## src/rtl/bus_mux_reg.sv

```systemverilog
// bus_mux_reg: registered NSRC-to-1 bus multiplexer with lowest-index
// priority, a selectable idle policy, multiple-driver conflict detection
// (sticky flag plus saturating counter) and a report of the granted index.
// Optional feature: define BUS_MUX_PARITY_EN to add the registered even-parity
// output bus_par. When the macro is undefined, the port and its logic are absent.
module bus_mux_reg #(
  parameter int WIDTH     = 32,
  parameter int NSRC      = 24,
  parameter int HOLD_IDLE = 1,
  parameter int CNT_W     = 8,
  localparam int IDX_W    = $clog2(NSRC)
) (
  input  logic                   clk,
  input  logic                   clr,
  input  logic [NSRC*WIDTH-1:0]  src_data,
  input  logic [NSRC-1:0]        src_sel,
  input  logic                   err_clr,
  output logic [WIDTH-1:0]       bus_out,
  output logic                   bus_valid,
  output logic [IDX_W-1:0]       grant_idx,
`ifdef BUS_MUX_PARITY_EN
  output logic                   bus_par,
`endif
  output logic                   conflict,
  output logic [CNT_W-1:0]       conflict_cnt
);

  localparam logic [NSRC-1:0]  SEL_ONE = {{(NSRC-1){1'b0}}, 1'b1};
  localparam logic [CNT_W-1:0] CNT_MAX = {CNT_W{1'b1}};

  // Lowest asserted select, isolated as a one-hot mask (x & -x).
  logic [NSRC-1:0]  sel_low;
  logic             sel_any;
  logic             sel_multi;
  logic [WIDTH-1:0] masked_data [NSRC];
  logic [WIDTH-1:0] win_data;
  logic [IDX_W-1:0] win_idx;

  assign sel_low   = src_sel & (~src_sel + SEL_ONE);
  assign sel_any   = |src_sel;
  // Clearing the lowest set bit leaves something only if two or more were set.
  assign sel_multi = |(src_sel & (src_sel - SEL_ONE));

  // Gate each source by its share of the one-hot winner mask.
  genvar gi;
  generate
    for (gi = 0; gi < NSRC; gi++) begin : g_mask
      assign masked_data[gi] = src_data[gi*WIDTH +: WIDTH] & {WIDTH{sel_low[gi]}};
    end
  endgenerate

  // OR-merge the masked sources; at most one is non-zero.
  always_comb begin
    win_data = '0;
    for (int i = 0; i < NSRC; i++) begin
      win_data = win_data | masked_data[i];
    end
  end

  // Priority encoder: scanning downward lets the lowest asserted index win.
  always_comb begin
    win_idx = '0;
    for (int i = NSRC - 1; i >= 0; i--) begin
      if (src_sel[i]) begin
        win_idx = IDX_W'(i);
      end
    end
  end

  logic [WIDTH-1:0] bus_reg, bus_next;
  logic             valid_reg;
  logic [IDX_W-1:0] idx_reg;
  logic             conflict_reg, conflict_next;
  logic [CNT_W-1:0] cnt_reg, cnt_next;

  // Next bus value: winner's data, otherwise hold or zero depending on idle policy.
  always_comb begin
    bus_next = '0;
    if (sel_any) begin
      bus_next = win_data;
    end else if (HOLD_IDLE != 0) begin
      bus_next = bus_reg;
    end
  end

  // Conflict bookkeeping: a new event outranks a simultaneous clear.
  always_comb begin
    conflict_next = conflict_reg;
    cnt_next      = cnt_reg;
    if (sel_multi) begin
      conflict_next = 1'b1;
      if (err_clr) begin
        cnt_next = {{(CNT_W-1){1'b0}}, 1'b1};
      end else if (cnt_reg != CNT_MAX) begin
        cnt_next = cnt_reg + 1'b1;
      end
    end else if (err_clr) begin
      conflict_next = 1'b0;
      cnt_next      = '0;
    end
  end

  // Output bus, valid and granted index registers.
  always_ff @(posedge clk or negedge clr) begin
    if (!clr) begin
      bus_reg   <= '0;
      valid_reg <= 1'b0;
      idx_reg   <= '0;
    end else begin
      bus_reg   <= bus_next;
      valid_reg <= sel_any;
      if (sel_any) begin
        idx_reg <= win_idx;
      end
    end
  end

  // Sticky conflict flag and saturating conflict counter.
  always_ff @(posedge clk or negedge clr) begin
    if (!clr) begin
      conflict_reg <= 1'b0;
      cnt_reg      <= '0;
    end else begin
      conflict_reg <= conflict_next;
      cnt_reg      <= cnt_next;
    end
  end

`ifdef BUS_MUX_PARITY_EN
  logic par_reg;

  // Even parity of the value being loaded into the bus register.
  always_ff @(posedge clk or negedge clr) begin
    if (!clr) begin
      par_reg <= 1'b0;
    end else begin
      par_reg <= ^bus_next;
    end
  end

  assign bus_par = par_reg;
`endif

  assign bus_out      = bus_reg;
  assign bus_valid    = valid_reg;
  assign grant_idx    = idx_reg;
  assign conflict     = conflict_reg;
  assign conflict_cnt = cnt_reg;

endmodule

```

## config.mk

```make
export PLATFORM = sky130hd
export DESIGN_NAME = bus_mux_reg
export DESIGN_NICKNAME = d
export VERILOG_FILES = /design/src/rtl/bus_mux_reg.sv
export SDC_FILE = /design/constraint.sdc
export NUM_CORES = 1
export LEC_CHECK = 0
export ABC_CLOCK_PERIOD_IN_PS = 2950
export BUFFER_PORTS_ARGS = -buffer_cell sky130_fd_sc_hd__buf_2
export CORE_AREA = 8 8 326 328
export DETAILED_ROUTE_END_ITERATION = 16
export DIE_AREA = 0 0 334 336
export GPL_TIMING_DRIVEN = 0
export PLACE_DENSITY_LB_ADDON = 0.15
export SLEW_MARGIN = 40
export SYNTH_ARGS = -nofsm -noshare
export SYNTH_HDL_FRONTEND = slang
export SYNTH_SLANG_ARGS = --single-unit
```

## constraint.sdc

```tcl
create_clock -name clk -period 2.95 [get_ports clk]
set_clock_uncertainty 0.15 [all_clocks]
set_input_delay 0.59 -clock clk [delete_from_list [all_inputs] [get_ports clk]]
set_output_delay 0.59 -clock clk [all_outputs]
set_load 0.05 [all_outputs]
```

==> impl_metrics.json <==
{
  "switching_power_mw": 1.232,
  "grt_usage_pct": 17.48,
  "synthFlopType": "dfrtp_1",
  "gp_congestion": 0.9355,
  "via_count": 13030,
  "drt-total-wl_um": 105300,
  "antenna_left": 0,
  "power_density_nw_per_um2": 189.6,
  "clk_latency_ns": 0.32,
  "fp.dieH_um": 336,
  "synth_cell_types": 62,
  "synth-async-reset-ratio_pct": 100.0,
  "setup_viol": 36,
  "crit_path_end_kind": "register",
  "largest_register_ffs": 32,
  "nNetsFinal": 2584,
  "synthCells": 873,
  "drc": 0,
  "ys_seq_area_share_pct": 17.68,
  "grt_max_degree": 48,
  "fin_crit_sh_pct": 104.8,
  "rows": 117,
  "die-area_um2": 112200,
  "cts_tree": "yes",
  "cp_max_fo": 7,
  "arrival_ns": 3.19,
  "cts_made_buffers": 5,
  "io_pins": 842,
  "path_clk_slew_ns": 0.08,
  "crit_required_ns": 3.05,
  "avgViaCountPerCell": 4.169,
  "worstMarginPinSlew_ns": 0.8460,
  "p_leak_nw": 6.905,
  "synth_top_area_share_pct": 20.76,
  "hpwl_um": 93820,
  "status": "finished with violations",
  "switching_share_pct": 42.83,
  "worst_setup_path_start_kind": "input pin",
  "ys_warn_count": 0,
  "peakVddDrop_mv": 0.1592,
  "fmax_mhz": 323.5,
  "relSlewSlack_pct": 43.22,
  "area_growth_pct": 127.9,
  "syn-num-nets": 1669,
  "worstHoldPathType": "reg2reg",
  "ys_seq_elements": 47,
  "clockPowerShare_pct": 22.4,
  "firstDrtPassIters": 7,
  "setup_slack_ns": -0.1409,
  "drive_gt1_share_pct": 64.90,
  "cts.sinks": 47,
  "final_cells": 3124,
  "hold_viol": 0,
  "io_buffers": 834,
  "core-area_um2": 101000,
  "grt_pass1_wl_um": 133100,
  "nFillCells": 11760,
  "fp.dieW_um": 334,
  "synthesis.area_um2": 6654,
  "clockRootBuffer": "clkbuf_16",
  "drtIter0Drc": 908,
  "htree_levels": 2,
  "syn_area_per_cell_um2": 7.622,
  "p_seq_share_pct": 25.3,
  "post_drt_wl_per_cell_um": 33.72,
  "yosysTopAreaCell": "a22oi_1",
  "layout_min_cycle_time_ns": 3.091,
  "clk_path_buf_depth": 2,
  "timing.hold.ws_ns": 0.3516,
  "start_util_pct": 6.587,
  "dp.cells": 3028,
  "grt_pass1_vias": 13680,
  "power_frac_comb_pct": 52.3,
  "yosys-top-cells-area": "a22oi_1, dfrtp_1, a221o_1",
  "grt_overflow": 0,
  "slew_violations": 0,
  "synth_edf_count": 0,
  "path_class": "in2reg",
  "grt_antenna_before_repair": 73,
  "max-cap-violations": 0,
  "violations": "setup timing",
  "rsz0062_at_grt": "true",
  "internal-power_mw": 1.644
}
logic make-up (layout without fill, tap and decap cells):
| logic type | count (synthesis) | in the layout | synth area share (%) |
|---|---|---|---|
| and+or+nand+nor | 272 | 273 | 22.15 |
| DFF | 47 | 47 | 17.68 |
| muxes | 1 | 1 | 0.1504 |
| adders and majority gates | 3 | 3 | 0.5077 |
| AOI/OAI and AO/OA | 437 | 437 | 52.84 |
| buffers and inverters | 113 | 1028 | 6.675 |
| other | 0 | 26 | 0 |
worst max-delay path, cell delays in order:
cell and delay [ns]:
clkbuf_16 0.13, nor4_4 0.53, nand3_4 0.20, or2_4 0.30, buf_6 0.14, buf_6 0.11
maj3_2 0.33, nor4_4 0.29, buf_6 0.18, a21oi_4 0.10, a21o_1 0.18, a21oi_2 0.10
routing by layer:
metal	share of wire [%]	wire, um	vias to the layer above	GRT usage (%)
li1	-	-	5642	-
met1	40	42350	6446	20.84
met2	49	51870	761	31.06
met3	7.7	8091	146	4.794
met4	2.7	2830	30	4.058
met5	0.18	190	-	0
per-stage QoR:
| step | setup TNS [ns] | power, mW | util, % | setup WS (ns) | area, um^2 |
|---|---|---|---|---|---|
| 3_5_place_dp | -62.39 | 2.152 | 12.52 | -2.241 | 12640 |
| 2_1_floorplan | 0 | 1.191 | - | 0.03035 | 6661 |
| 4_1_cts | -1.651 | 2.905 | 14.34 | -0.2118 | 14480 |
| 5_1_grt | -5.247 | 3.037 | 14.98 | -0.2260 | 15130 |
| 6_report | -2.305 | 2.876 | 15.01 | -0.1409 | 15160 |
| 3_3_place_gp | -126.10 | 2.140 | 12.35 | -4.385 | 12470 |
cells in the mapped netlist (3+ instances only):
cell type and number:
nand3_1 58, clkbuf_1 96, a22oi_1 184, dfrtp_1 47
a222oi_1 48, and3_1 16, inv_1 9, a22o_1 6
o21ai_0 17, a221oi_1 47, nor3_2 4, nor4_1 20
a221o_1 59, a211oi_1 5, buf_2 4, nand4_1 12
nor4_4 3, nor2_1 64, nor2b_1 21, nor3_1 25
a311oi_1 3, o22a_1 9, nand2_1 27, and4_1 3
a21oi_1 37
worst paths after layout:
check | startpoint | end | slack (ns) | depth (start not counted)
max | src_sel[0] | conflict_cnt[3] | -0.14 | 12
min | conflict | conflict | 0.35 | 1
max reg2reg | conflict_cnt[0] | conflict_cnt[1] | 0.75 | 7
min reg2reg | conflict | conflict | 0.35 | 1
max in group asynchronous | clr | bus_out[31] | 1.57 | 3
min in group asynchronous | clr | conflict_cnt[6] | 0.53 | 2
power by group through the flow:
stage          sequential, mW  clock [mW]  combinational [mW]
2_1_floorplan           0.917           0               0.274
3_3_place_gp            0.739           0                1.40
3_5_place_dp            0.740           0                1.41
4_1_cts                 0.727       0.693                1.48
5_1_grt                 0.735       0.695                1.61
6_report                0.727       0.643                1.51
final cells by class:
class | instances | area, um^2 | area share (%)
multi-input cells | 714 | 5997 | 39.55
repair buffers | 919 | 5116 | 33.74
well taps | 1309 | 1638 | 10.80
flip-flops and latches | 47 | 1176 | 7.756
plain buffers | 91 | 993.5 | 6.551
clock buffers | 6 | 128.9 | 0.8498
diodes | 26 | 65.06 | 0.4290
inverters | 10 | 37.54 | 0.2475
clock inverters | 2 | 12.51 | 0.08251
cell usage in the layout, fill, tap and decap left out, types with 8 or more instances in the layout:
master | synthesis | layout
buf_12 | 0 | 15
a222oi_1 | 48 | 48
diode_2 | 0 | 26
a221oi_1 | 47 | 33
clkbuf_16 | 0 | 16
a221oi_2 | 0 | 11
and3_1 | 16 | 9
nor2b_1 | 21 | 19
clkbuf_1 | 96 | 8
a22oi_1 | 184 | 153
nor2_1 | 64 | 57
nand2_1 | 27 | 25
nand4_1 | 12 | 12
buf_8 | 0 | 10
a21oi_1 | 37 | 35
clkbuf_4 | 0 | 13
a221o_1 | 59 | 57
buf_4 | 0 | 48
o22a_1 | 9 | 9
a22oi_2 | 0 | 31
buf_6 | 2 | 26
nand3_4 | 1 | 9
dfrtp_1 | 47 | 47
inv_1 | 9 | 9
nand3_1 | 58 | 29
nor3_1 | 25 | 23
clkbuf_8 | 0 | 20
clkbuf_2 | 0 | 24
o21ai_0 | 17 | 12
nor4_4 | 3 | 13
buf_2 | 4 | 834
nand3_2 | 0 | 21
what timing repair did:
action | CTS | global route
gates cloned | 2 | 3
hold endpoints to repair | 0 | 14
hold buffers | 0 | 1
endpoints found under the setup margin | 46 | 41
gates resized for setup | 309 | 109
pin swaps | 57 | 103
setup buffers | 56 | 11
Note: power is estimated with default switching activity, not from simulation.
